## src/rtl/motor_pwm_driver.sv

```systemverilog
`default_nettype none
// ============================================================================
// Module   : motor_pwm_driver
// Purpose  : Two-channel H-bridge driver with 8-step PWM and reversal dead-time.
//            Optional macro MOTOR_RAMP_EN adds a +/-1-per-period power ramp.
// Revision : 1.0 - initial release
// ============================================================================
module motor_pwm_driver #(
   parameter int PRESCALE     = 2500,
   parameter int DEAD_PERIODS = 4
) (
   input  logic       CLK,
   input  logic       RST,
   input  logic [4:0] MC1,
   input  logic [4:0] MC2,
   output logic       R_EN,
   output logic       R_INA,
   output logic       R_INB,
   output logic       L_EN,
   output logic       L_INA,
   output logic       L_INB,
   output logic       PERIOD_TICK,
   output logic [1:0] DEAD_ACT
);

   localparam int              c_PW         = (PRESCALE > 1) ? $clog2(PRESCALE) : 1;
   localparam logic [c_PW-1:0] c_PRE_LAST   = c_PW'(PRESCALE - 1);
   localparam logic [3:0]      c_DEAD_INIT  = 4'(DEAD_PERIODS);

   typedef enum logic [1:0] {
      ST_NEUTRAL = 2'd0,
      ST_DRIVE   = 2'd1,
      ST_DEAD    = 2'd2
   } state_t;

   logic [c_PW-1:0] r_pre;
   logic [2:0]      r_step;
   logic            w_pre_wrap;
   logic            w_boundary;
   logic [2:0]      w_step_nxt;

   assign w_pre_wrap = (r_pre == c_PRE_LAST);
   assign w_boundary = w_pre_wrap && (r_step == 3'd7);
   assign w_step_nxt = w_pre_wrap ? (r_step + 3'd1) : r_step;

   always_ff @(posedge CLK) begin
      if (RST) begin
         r_pre  <= '0;
         r_step <= '0;
      end else if (w_pre_wrap) begin
         r_pre  <= '0;
         r_step <= r_step + 3'd1;
      end else begin
         r_pre  <= r_pre + 1'b1;
      end
   end

   assign PERIOD_TICK = w_boundary;

   logic [4:0] w_mc [2];
   assign w_mc[0] = MC1;
   assign w_mc[1] = MC2;

   for (genvar gi = 0; gi < 2; gi++) begin : g_ch
      state_t     r_state;
      logic       r_rev;
      logic [2:0] r_code;
      logic [3:0] r_dead;
      logic       r_en;
      logic       r_ina;
      logic       r_inb;

      logic       w_cmd_fwd;
      logic       w_cmd_rev;
      logic       w_cmd_go;
      logic [2:0] w_cmd_code;
      logic [2:0] w_n;
      logic [2:0] w_entry_code;
      logic [2:0] w_next_code;

      assign w_cmd_fwd  = (w_mc[gi][1:0] == 2'b00);
      assign w_cmd_rev  = (w_mc[gi][1:0] == 2'b10);
      assign w_cmd_go   = w_cmd_fwd || w_cmd_rev;
      assign w_cmd_code = w_mc[gi][4:2];
      // Codes 0 and 1 both give a single on-step, so the output never idles in DRIVE.
      assign w_n        = (r_code == 3'd0) ? 3'd1 : r_code;

`ifdef MOTOR_RAMP_EN
      assign w_entry_code = 3'd0;
      assign w_next_code  = (r_code < w_cmd_code) ? (r_code + 3'd1) :
                            (r_code > w_cmd_code) ? (r_code - 3'd1) : r_code;
`else
      assign w_entry_code = w_cmd_code;
      assign w_next_code  = w_cmd_code;
`endif

      // On a boundary the next cycle is step 0, and n>=1, so EN is simply "in DRIVE".
      always_ff @(posedge CLK) begin
         if (RST) begin
            r_state <= ST_NEUTRAL;
            r_rev   <= 1'b0;
            r_code  <= 3'd0;
            r_dead  <= 4'd0;
            r_en    <= 1'b0;
            r_ina   <= 1'b0;
            r_inb   <= 1'b0;
         end else if (w_boundary) begin
            case (r_state)
               ST_NEUTRAL: begin
                  if (w_cmd_go) begin
                     r_state <= ST_DRIVE;
                     r_rev   <= w_cmd_rev;
                     r_code  <= w_entry_code;
                     r_en    <= 1'b1;
                     r_ina   <= w_cmd_fwd;
                     r_inb   <= w_cmd_rev;
                  end else begin
                     r_en    <= 1'b0;
                     r_ina   <= 1'b0;
                     r_inb   <= 1'b0;
                  end
               end
               ST_DRIVE: begin
                  if (!w_cmd_go) begin
                     r_state <= ST_NEUTRAL;
                     r_en    <= 1'b0;
                     r_ina   <= 1'b0;
                     r_inb   <= 1'b0;
                  end else if (w_cmd_rev != r_rev) begin
                     r_state <= ST_DEAD;
                     r_dead  <= c_DEAD_INIT;
                     r_en    <= 1'b0;
                     r_ina   <= 1'b0;
                     r_inb   <= 1'b0;
                  end else begin
                     r_code  <= w_next_code;
                     r_en    <= 1'b1;
                     r_ina   <= !r_rev;
                     r_inb   <= r_rev;
                  end
               end
               ST_DEAD: begin
                  r_dead <= r_dead - 4'd1;
                  if (r_dead == 4'd1 && w_cmd_go) begin
                     r_state <= ST_DRIVE;
                     r_rev   <= w_cmd_rev;
                     r_code  <= w_entry_code;
                     r_en    <= 1'b1;
                     r_ina   <= w_cmd_fwd;
                     r_inb   <= w_cmd_rev;
                  end else begin
                     if (r_dead == 4'd1) begin
                        r_state <= ST_NEUTRAL;
                     end
                     r_en    <= 1'b0;
                     r_ina   <= 1'b0;
                     r_inb   <= 1'b0;
                  end
               end
               default: begin
                  r_state <= ST_NEUTRAL;
                  r_en    <= 1'b0;
                  r_ina   <= 1'b0;
                  r_inb   <= 1'b0;
               end
            endcase
         end else begin
            r_en <= (r_state == ST_DRIVE) && (w_step_nxt < w_n);
         end
      end
   end

   assign R_EN     = g_ch[0].r_en;
   assign R_INA    = g_ch[0].r_ina;
   assign R_INB    = g_ch[0].r_inb;
   assign L_EN     = g_ch[1].r_en;
   assign L_INA    = g_ch[1].r_ina;
   assign L_INB    = g_ch[1].r_inb;
   assign DEAD_ACT = {(g_ch[1].r_state == ST_DEAD), (g_ch[0].r_state == ST_DEAD)};

endmodule
`default_nettype wire

```

## config.mk

```make
export PLATFORM = sky130hd
export DESIGN_NAME = motor_pwm_driver
export DESIGN_NICKNAME = d
export VERILOG_FILES = /design/src/rtl/motor_pwm_driver.sv
export SDC_FILE = /design/constraint.sdc
export NUM_CORES = 1
export LEC_CHECK = 0
export CORE_MARGIN = 3
export CORE_UTILIZATION = 30
export DETAILED_ROUTE_END_ITERATION = 8
export MAX_ROUTING_LAYER = met4
export SLEW_MARGIN = 20
export SYNTH_ARGS = -nofsm -noshare
export SYNTH_HDL_FRONTEND = slang
export SYNTH_SLANG_ARGS = --single-unit
```

## constraint.sdc

```tcl
create_clock -name CLK -period 3.3 [get_ports CLK]
set_input_delay 0.33 -clock CLK [delete_from_list [all_inputs] [get_ports CLK]]
set_output_delay 0.33 -clock CLK [all_outputs]
set_load 0.1 [all_outputs]
```

==> results of run 1 <==
==> worst reg2reg max path: stages (launching register included) <==
cell,delay [ns]
dfxtp_1,0.37
ha_1,0.26
and4b_1,0.36
nand4_4,0.28
or4b_4,0.66
and4_1,0.19
a311oi_2,0.23
==> through the flow <==
stage                     worst slack (ns)  cells  util, %  total power (W)
final                               0.8533    375    37.35        0.0009251
after CTS                           0.8281    375    37.35        0.0009444
after global placement              0.8186    368    35.86        0.0005528
after floorplan                      1.156    259        -        0.0005309
after detailed placement            0.7643    368    35.86        0.0005531
after global routing                0.6789    375    37.35        0.0009678
==> final cells by class <==
class | count | area, µm²
repair buffers | 24 | 222.7
clock inverters | 2 | 35.03
flip-flops and latches | 41 | 820.8
clock buffers | 5 | 68.82
well taps | 96 | 120.1
fillers | 749 | 4374
multi-input cells | 193 | 1287
inverters | 14 | 52.55
==> layer usage <==
| metal | vias up | part of all wire, % | global-route usage [%] |
|---|---|---|---|
| met2 | 22 | 48 | 19.83 |
| met3 | 2 | 2.9 | 2.871 |
| met5 | - | 0 | - |
| met4 | 0 | 0.77 | 3.837 |
| met1 | 858 | 48 | 15.09 |
| li1 | 960 | - | - |
==> cell usage after synthesis, types with 2 or more instances <==
cell type	count
dfxtp_1	41
nor2_1	36
a21oi_1	22
nand2_1	15
inv_1	14
ha_1	11
mux2i_1	10
o21ai_0	10
clkbuf_1	9
nand3_1	7
nand4_1	7
nor3_1	7
xnor2_1	6
nand2b_1	5
and3_1	4
or3_1	4
xor2_1	4
nor2b_1	3
nor4_1	3
and4_1	2
buf_6	2
nand4b_1	2
nor4bb_1	2
o21bai_1	2
o32ai_1	2
or2_2	2
or3b_2	2
or4_1	2
or4b_2	2
==> cells by family (layout without fill, tap and decap cells) <==
| group | after synthesis | count (layout) | share of synthesized area (%) |
|---|---|---|---|
| AND/OR/NAND/NOR | 114 | 114 | 29.74 |
| AO/OA/AOI/OAI | 47 | 47 | 13.15 |
| flip-flops | 41 | 41 | 37.02 |
| buffers and inverters | 25 | 45 | 4.910 |
| adder cells (fa/ha/maj) | 11 | 11 | 6.208 |
| multiplexers | 11 | 11 | 5.023 |
| XOR/XNOR | 10 | 10 | 3.950 |
==> worst paths after layout <==
kind	from	cells after the start	endpoint	slack [ns]
worst max-delay path	r_pre[0]	6	R_EN	0.85
worst min-delay path	L_INA	2	L_INA	0.45
worst max register to register	r_pre[0]	6	R_EN	0.85
worst min register to register	L_INA	2	L_INA	0.45
==> flip-flops by register name, summed over array words and instances, names as in the netlist <==
signal,cells
r_step,3
R_EN,1
R_INB,1
g_ch.r_dead,8
L_EN,1
r_pre,12
g_ch.r_rev,2
L_INA,1
L_INB,1
R_INA,1
g_ch.r_code,6
g_ch.r_state,4
==> power breakdown <==
group | leakage (nW) | switching, W | internal [W]
registers | 0.331 | 0.00000371 | 0.000497
logic | 0.607 | 0.0000194 | 0.0000203
clock network | 0.0540 | 0.000164 | 0.000220
total | 0.991 | 0.000188 | 0.000738
==> impl_metrics.csv, run 1 <==
group,metric,value,unit
detailed_routing,totalWireLength,4.679,mm
die,ios,21,
synth,syn_area,2217,µm²
synth,synth_cell_types,50,
timing,finalSetupViolCount,0,
worst_setup_path,crit_type,"reg -> reg",
cts,cts_buffer_depth,2,
synth,synth_top_area_share,37.02,%
cts,path_clk_slew,0.08,ns
timing,fmax,408.7,MHz
synth,yosysSeqAreaShare,37.02,%
job,drv_cap,0,
global_routing,grt_pass1_wl,8.266,mm
detailed_routing,drc,0,
cts,holdBufCountCts,0,
cts,cts_root_buf,"clkbuf_8",
detailed_routing,viasPerCell,4.912,
die,die_area,8458,µm²
status,status,"complete, no violations",
synth,synth_area_leaders,"dfxtp_1 37%, ha_1 6.2%, nor2_1 6.1%, a21oi_1 5.0%, mux2i_1 4.5%",
final_layout,drive_gt1_share,9.677,%
place,io_buffers,20,
synth,ys_seq_elements,41,
detailed_routing,ant_nets,0,
timing,finalCritPeriodShare,74.14,%
min_path,hold_class,"reg -> reg",
die,row_count,30,
cts,clock_latency,0.29,ns
worst_setup_path,worstSetupEndpointType,"register",
final_layout,area_growth,17.61,%
cts,h-tree-depth,2,
cts,cts.sinks,41,
synth,synth_area_leader_cell,"dfxtp_1",
timing,drv_slew,0,
synth,syn_nets,282,
timing,hold_slack,0.4489,ns
die,core_area,6982,µm²
worst_setup_path,worstPathCellList,"ha_1 > and4b_1 > nand4_4 > or4b_4 > and4_1 > a311oi_2",
final_layout,fin_area,2608,µm²
final_layout,antenna_cells,0,
final_layout,final_cell_mix,"41 x dfxtp_1, 36 x nor2_1, 22 x a21oi_1",
power,power_density,354.8,nW/µm²
detailed_routing,drt-initial-drc-count,65,
global_routing,grt_pass1_vias,1793,
synth,synth_top_flop_cell,"dfxtp_1",
global_routing,grt-ovfl-total,0,
detailed_routing,dr.pass1.iters,4,
final_layout,fin_nets,302,
worst_setup_path,cp_top_family,"simple AND/OR/NAND/NOR gates",
place,routabilityCongestion,0.8226,
global_routing,track_usage,12.23,%
place,placed_area,2504,µm²
timing,finalCriticalPeriod,2.447,ns
timing,hold_violations,0,
worst_setup_path,cp_num_buf_inv,0,
die,die_height,91.97,µm
global_routing,grt_max_degree,31,
die,initial_core_util,31.76,%
global_routing,antenna_found_initial,0,
cts,cts_resized,0,
cts,cts_tree,"built",
worst_setup_path,worstPathArrival,2.64,ns
synth,syn_avg_cell_area,8.560,µm²
synth,synth_edf_count,0,
timing,slew_headroom,35.21,%
worst_setup_path,worstPathMaxFanout,17,
final_layout,layout_commonest_cell,"dfxtp_1",
place,dp_hpwl,3.473,mm
detailed_routing,vias,1842,
die,die_w,91.97,µm
worst_setup_path,max_stage_delay,0.66,ns
timing,tightestPinTransition,0.9689,ns
worst_setup_path,cp-start-kind,"register",
cts,cts_buffers,5,
worst_setup_path,crit_slowest_cell,"or4b_4",
timing,fin_tns_setup,0,ns
detailed_routing,post_drt_wl_per_cell,12.48,µm
timing,skew,0.009705,ns
synth,syn_inst,259,
cts,cts_setup_buffers,0,
power,p_leak,0.9912,nW
timing,rsz0062_at_grt,"false",
synth,async_flop_share,0,%
worst_setup_path,cp.required,3.50,ns
power,ir_drop,0.1578,mV
synth,synth_warnings,0,
(Power assumes the default switching activity.)
==> run 2: changes to the inputs <==
- clock period: 3.3 -> 2.3 ns (I/O delays scaled with it)
==> run 2 against run 1 <==
  * Maximum frequency grew 12%
  * Total power grew 34%
  * Clock power grew 20%
  * Die area is the same
  * Combinational power grew 59%
  * Setup slack lost 0.75 ns
  * Sequential share of layout area shrank 0.82 points
  * Sequential power grew 44%
  * Register-to-register slack lost 0.75 ns
==> impl_metrics.csv, run 2 (synthesis results as in run 1) <==
group,metric,value,unit
timing,fmax,455.8,MHz
power,sequentialPowerShare,57.9,%
cts,h-tree-depth,2,
timing,finalCriticalPeriod,2.194,ns
final_layout,antenna_cells,0,
timing,rsz0062_at_grt,"false",
worst_setup_path,worstSetupEndpointType,"register",
cts,cts_root_buf,"clkbuf_8",
die,initial_core_util,31.76,%
final_layout,drive_gt1_share,15.75,%
detailed_routing,dr.pass1.iters,4,
final_layout,fin_nets,314,
worst_setup_path,worstPathMaxFanout,11,
die,ios,21,
worst_setup_path,crit_slowest_cell,"or4b_4",
cts,cts_buffers,5,
worst_setup_path,worstPathCellList,"ha_1 > and4b_1 > nand4_4 > or4b_4 > buf_4 > mux2i_1 > nor2_1",
cts,cts_tree,"built",
detailed_routing,drt-met1-wl,2.228,mm
timing,skew,0.004986,ns
detailed_routing,wl_met2,2.185,mm
detailed_routing,post_drt_wl_per_cell,11.85,µm
cts,cts_setup_buffers,2,
worst_setup_path,cp_top_family,"simple AND/OR/NAND/NOR gates",
worst_setup_path,cp.required,2.48,ns
power,clkPwrFrac,37.1,%
die,core_area,6982,µm²
status,status,"complete, no violations",
power,power_frac_comb,5.1,%
die,die_area,8458,µm²
detailed_routing,drt-initial-drc-count,76,
job,drv_cap,0,
place,placed_cells,378,
timing,hold_slack,0.4541,ns
place,routabilityCongestion,0.7867,
timing,finalCritPeriodShare,95.40,%
final_layout,layout_commonest_cell,"dfxtp_1",
final_layout,regArea,820.8,µm²
power,power.switching,0.0002849,W
detailed_routing,wl_met3,154,µm
detailed_routing,routed.top_layer,"met4",
detailed_routing,viasPerCell,4.851,
cts,clock_latency,0.29,ns
worst_setup_path,crit_type,"reg -> reg",
power,ir_drop,0.2970,mV
detailed_routing,drc,0,
power,power_density,463.9,nW/µm²
timing,drv_slew,0,
power,p_leak,1.052,nW
worst_setup_path,cp_num_buf_inv,1,
cts,cts_resized,0,
global_routing,grt_max_degree,31,
detailed_routing,vias,1882,
cts,path_clk_slew,0.08,ns
global_routing,grt_pass1_vias,1770,
final_layout,final_cell_mix,"41 x dfxtp_1, 36 x nor2_1, 24 x buf_4",
global_routing,track_usage,11.67,%
detailed_routing,totalWireLength,4.598,mm
global_routing,antenna_found_initial,0,
worst_setup_path,worstPathArrival,2.37,ns
final_layout,fillers,727,
final_layout,reg_top3,"r_pre: 12 flops, g_ch.r_dead: 8 flops, g_ch.r_code: 6 flops",
die,row_count,30,
place,io_buffers,20,
global_routing,grt-ovfl-total,0,
min_path,hold_class,"reg -> reg",
global_routing,grt_pass1_wl,7.955,mm
place,dp_hpwl,3.440,mm
detailed_routing,ant_nets,0,
timing,finalSetupViolCount,0,
final_layout,finalNonFillerCells,388,
power,p_sw_share,22.93,%
worst_setup_path,max_stage_delay,0.59,ns
final_layout,top_register,"r_pre",
die,die_height,91.97,µm
timing,tightestPinTransition,0.4917,ns
worst_setup_path,cp-start-kind,"register",
final_layout,largest_reg_flops,12,
cts,cts.sinks,41,
cts,holdBufCountCts,0,
timing,hold_violations,0,
power,p_int,0.0009573,W
die,die_w,91.97,µm
final_layout,area_growth,20.77,%
timing,fin_tns_setup,0,ns
cts,cts_buffer_depth,2,
timing,slew_headroom,66.37,%
final_layout,multi_input_area,1287,µm²
==> run 2: cell types whose count changed in the layout (fill, tap and decap cells not counted) <==
cell / change
buf_12: +1
bufinv_16: -1
clkinvlp_4: +1
clkdlybuf4s50_1: -6
clkinv_2: +1
buf_4: +17
==> run 2: per-layer routing <==
metal	vias up	global-route usage [%]
met4	0	3.342
li1	991	-
met2	20	19.04
met1	869	14.40
met5	-	-
met3	2	2.789
==> run 2: path summary, 6_finish.rpt <==
path	from	endpoint	slack [ns]	depth (start not counted)
max	r_pre[0]	g_ch[0].r_code[1]	0.11	7
min	L_INA	L_INA	0.45	2
max reg2reg	r_pre[0]	g_ch[0].r_code[1]	0.11	7
min reg2reg	L_INA	L_INA	0.45	2
==> run 2: final cells by class <==
type,count,share of cell area [%]
clock inverter,3,0.6542
clock buffer,5,2.570
timing repair buffer,36,11.59
tap,96,4.486
sequential,41,30.65
inverter,14,1.963
multi-input combinational,193,48.08
==> run 2: tightest hold or removal path, stage by stage, from the launching register on <==
cell,delay [ns]
dfxtp_1,0.31
nand2_1,0.05
a21oi_1,0.05
==> run 2: power groups by stage <==
stage               registers [W]   logic, W  clock network (W)
floorplan                0.000734  0.0000273                  0
detailed placement       0.000736  0.0000635                  0
global placement         0.000736  0.0000639                  0
CTS                      0.000719  0.0000640           0.000484
finish                   0.000719  0.0000630           0.000461
global route             0.000720  0.0000700           0.000517
==> run 2: metrics by stage <==
| stage | utilization [%] | setup WS [ns] | total power [W] | area, µm² |
|---|---|---|---|---|
| global placement | 36.90 | 0.07247 | 0.0007996 | 2576 |
| global route | 38.35 | 0.01332 | 0.001307 | 2678 |
| CTS | 38.35 | 0.1037 | 0.001267 | 2678 |
| finish | 38.35 | 0.1058 | 0.001242 | 2678 |
| detailed placement | 36.90 | 0.05686 | 0.0007991 | 2576 |
| floorplan | - | 0.1580 | 0.0007617 | 2217 |
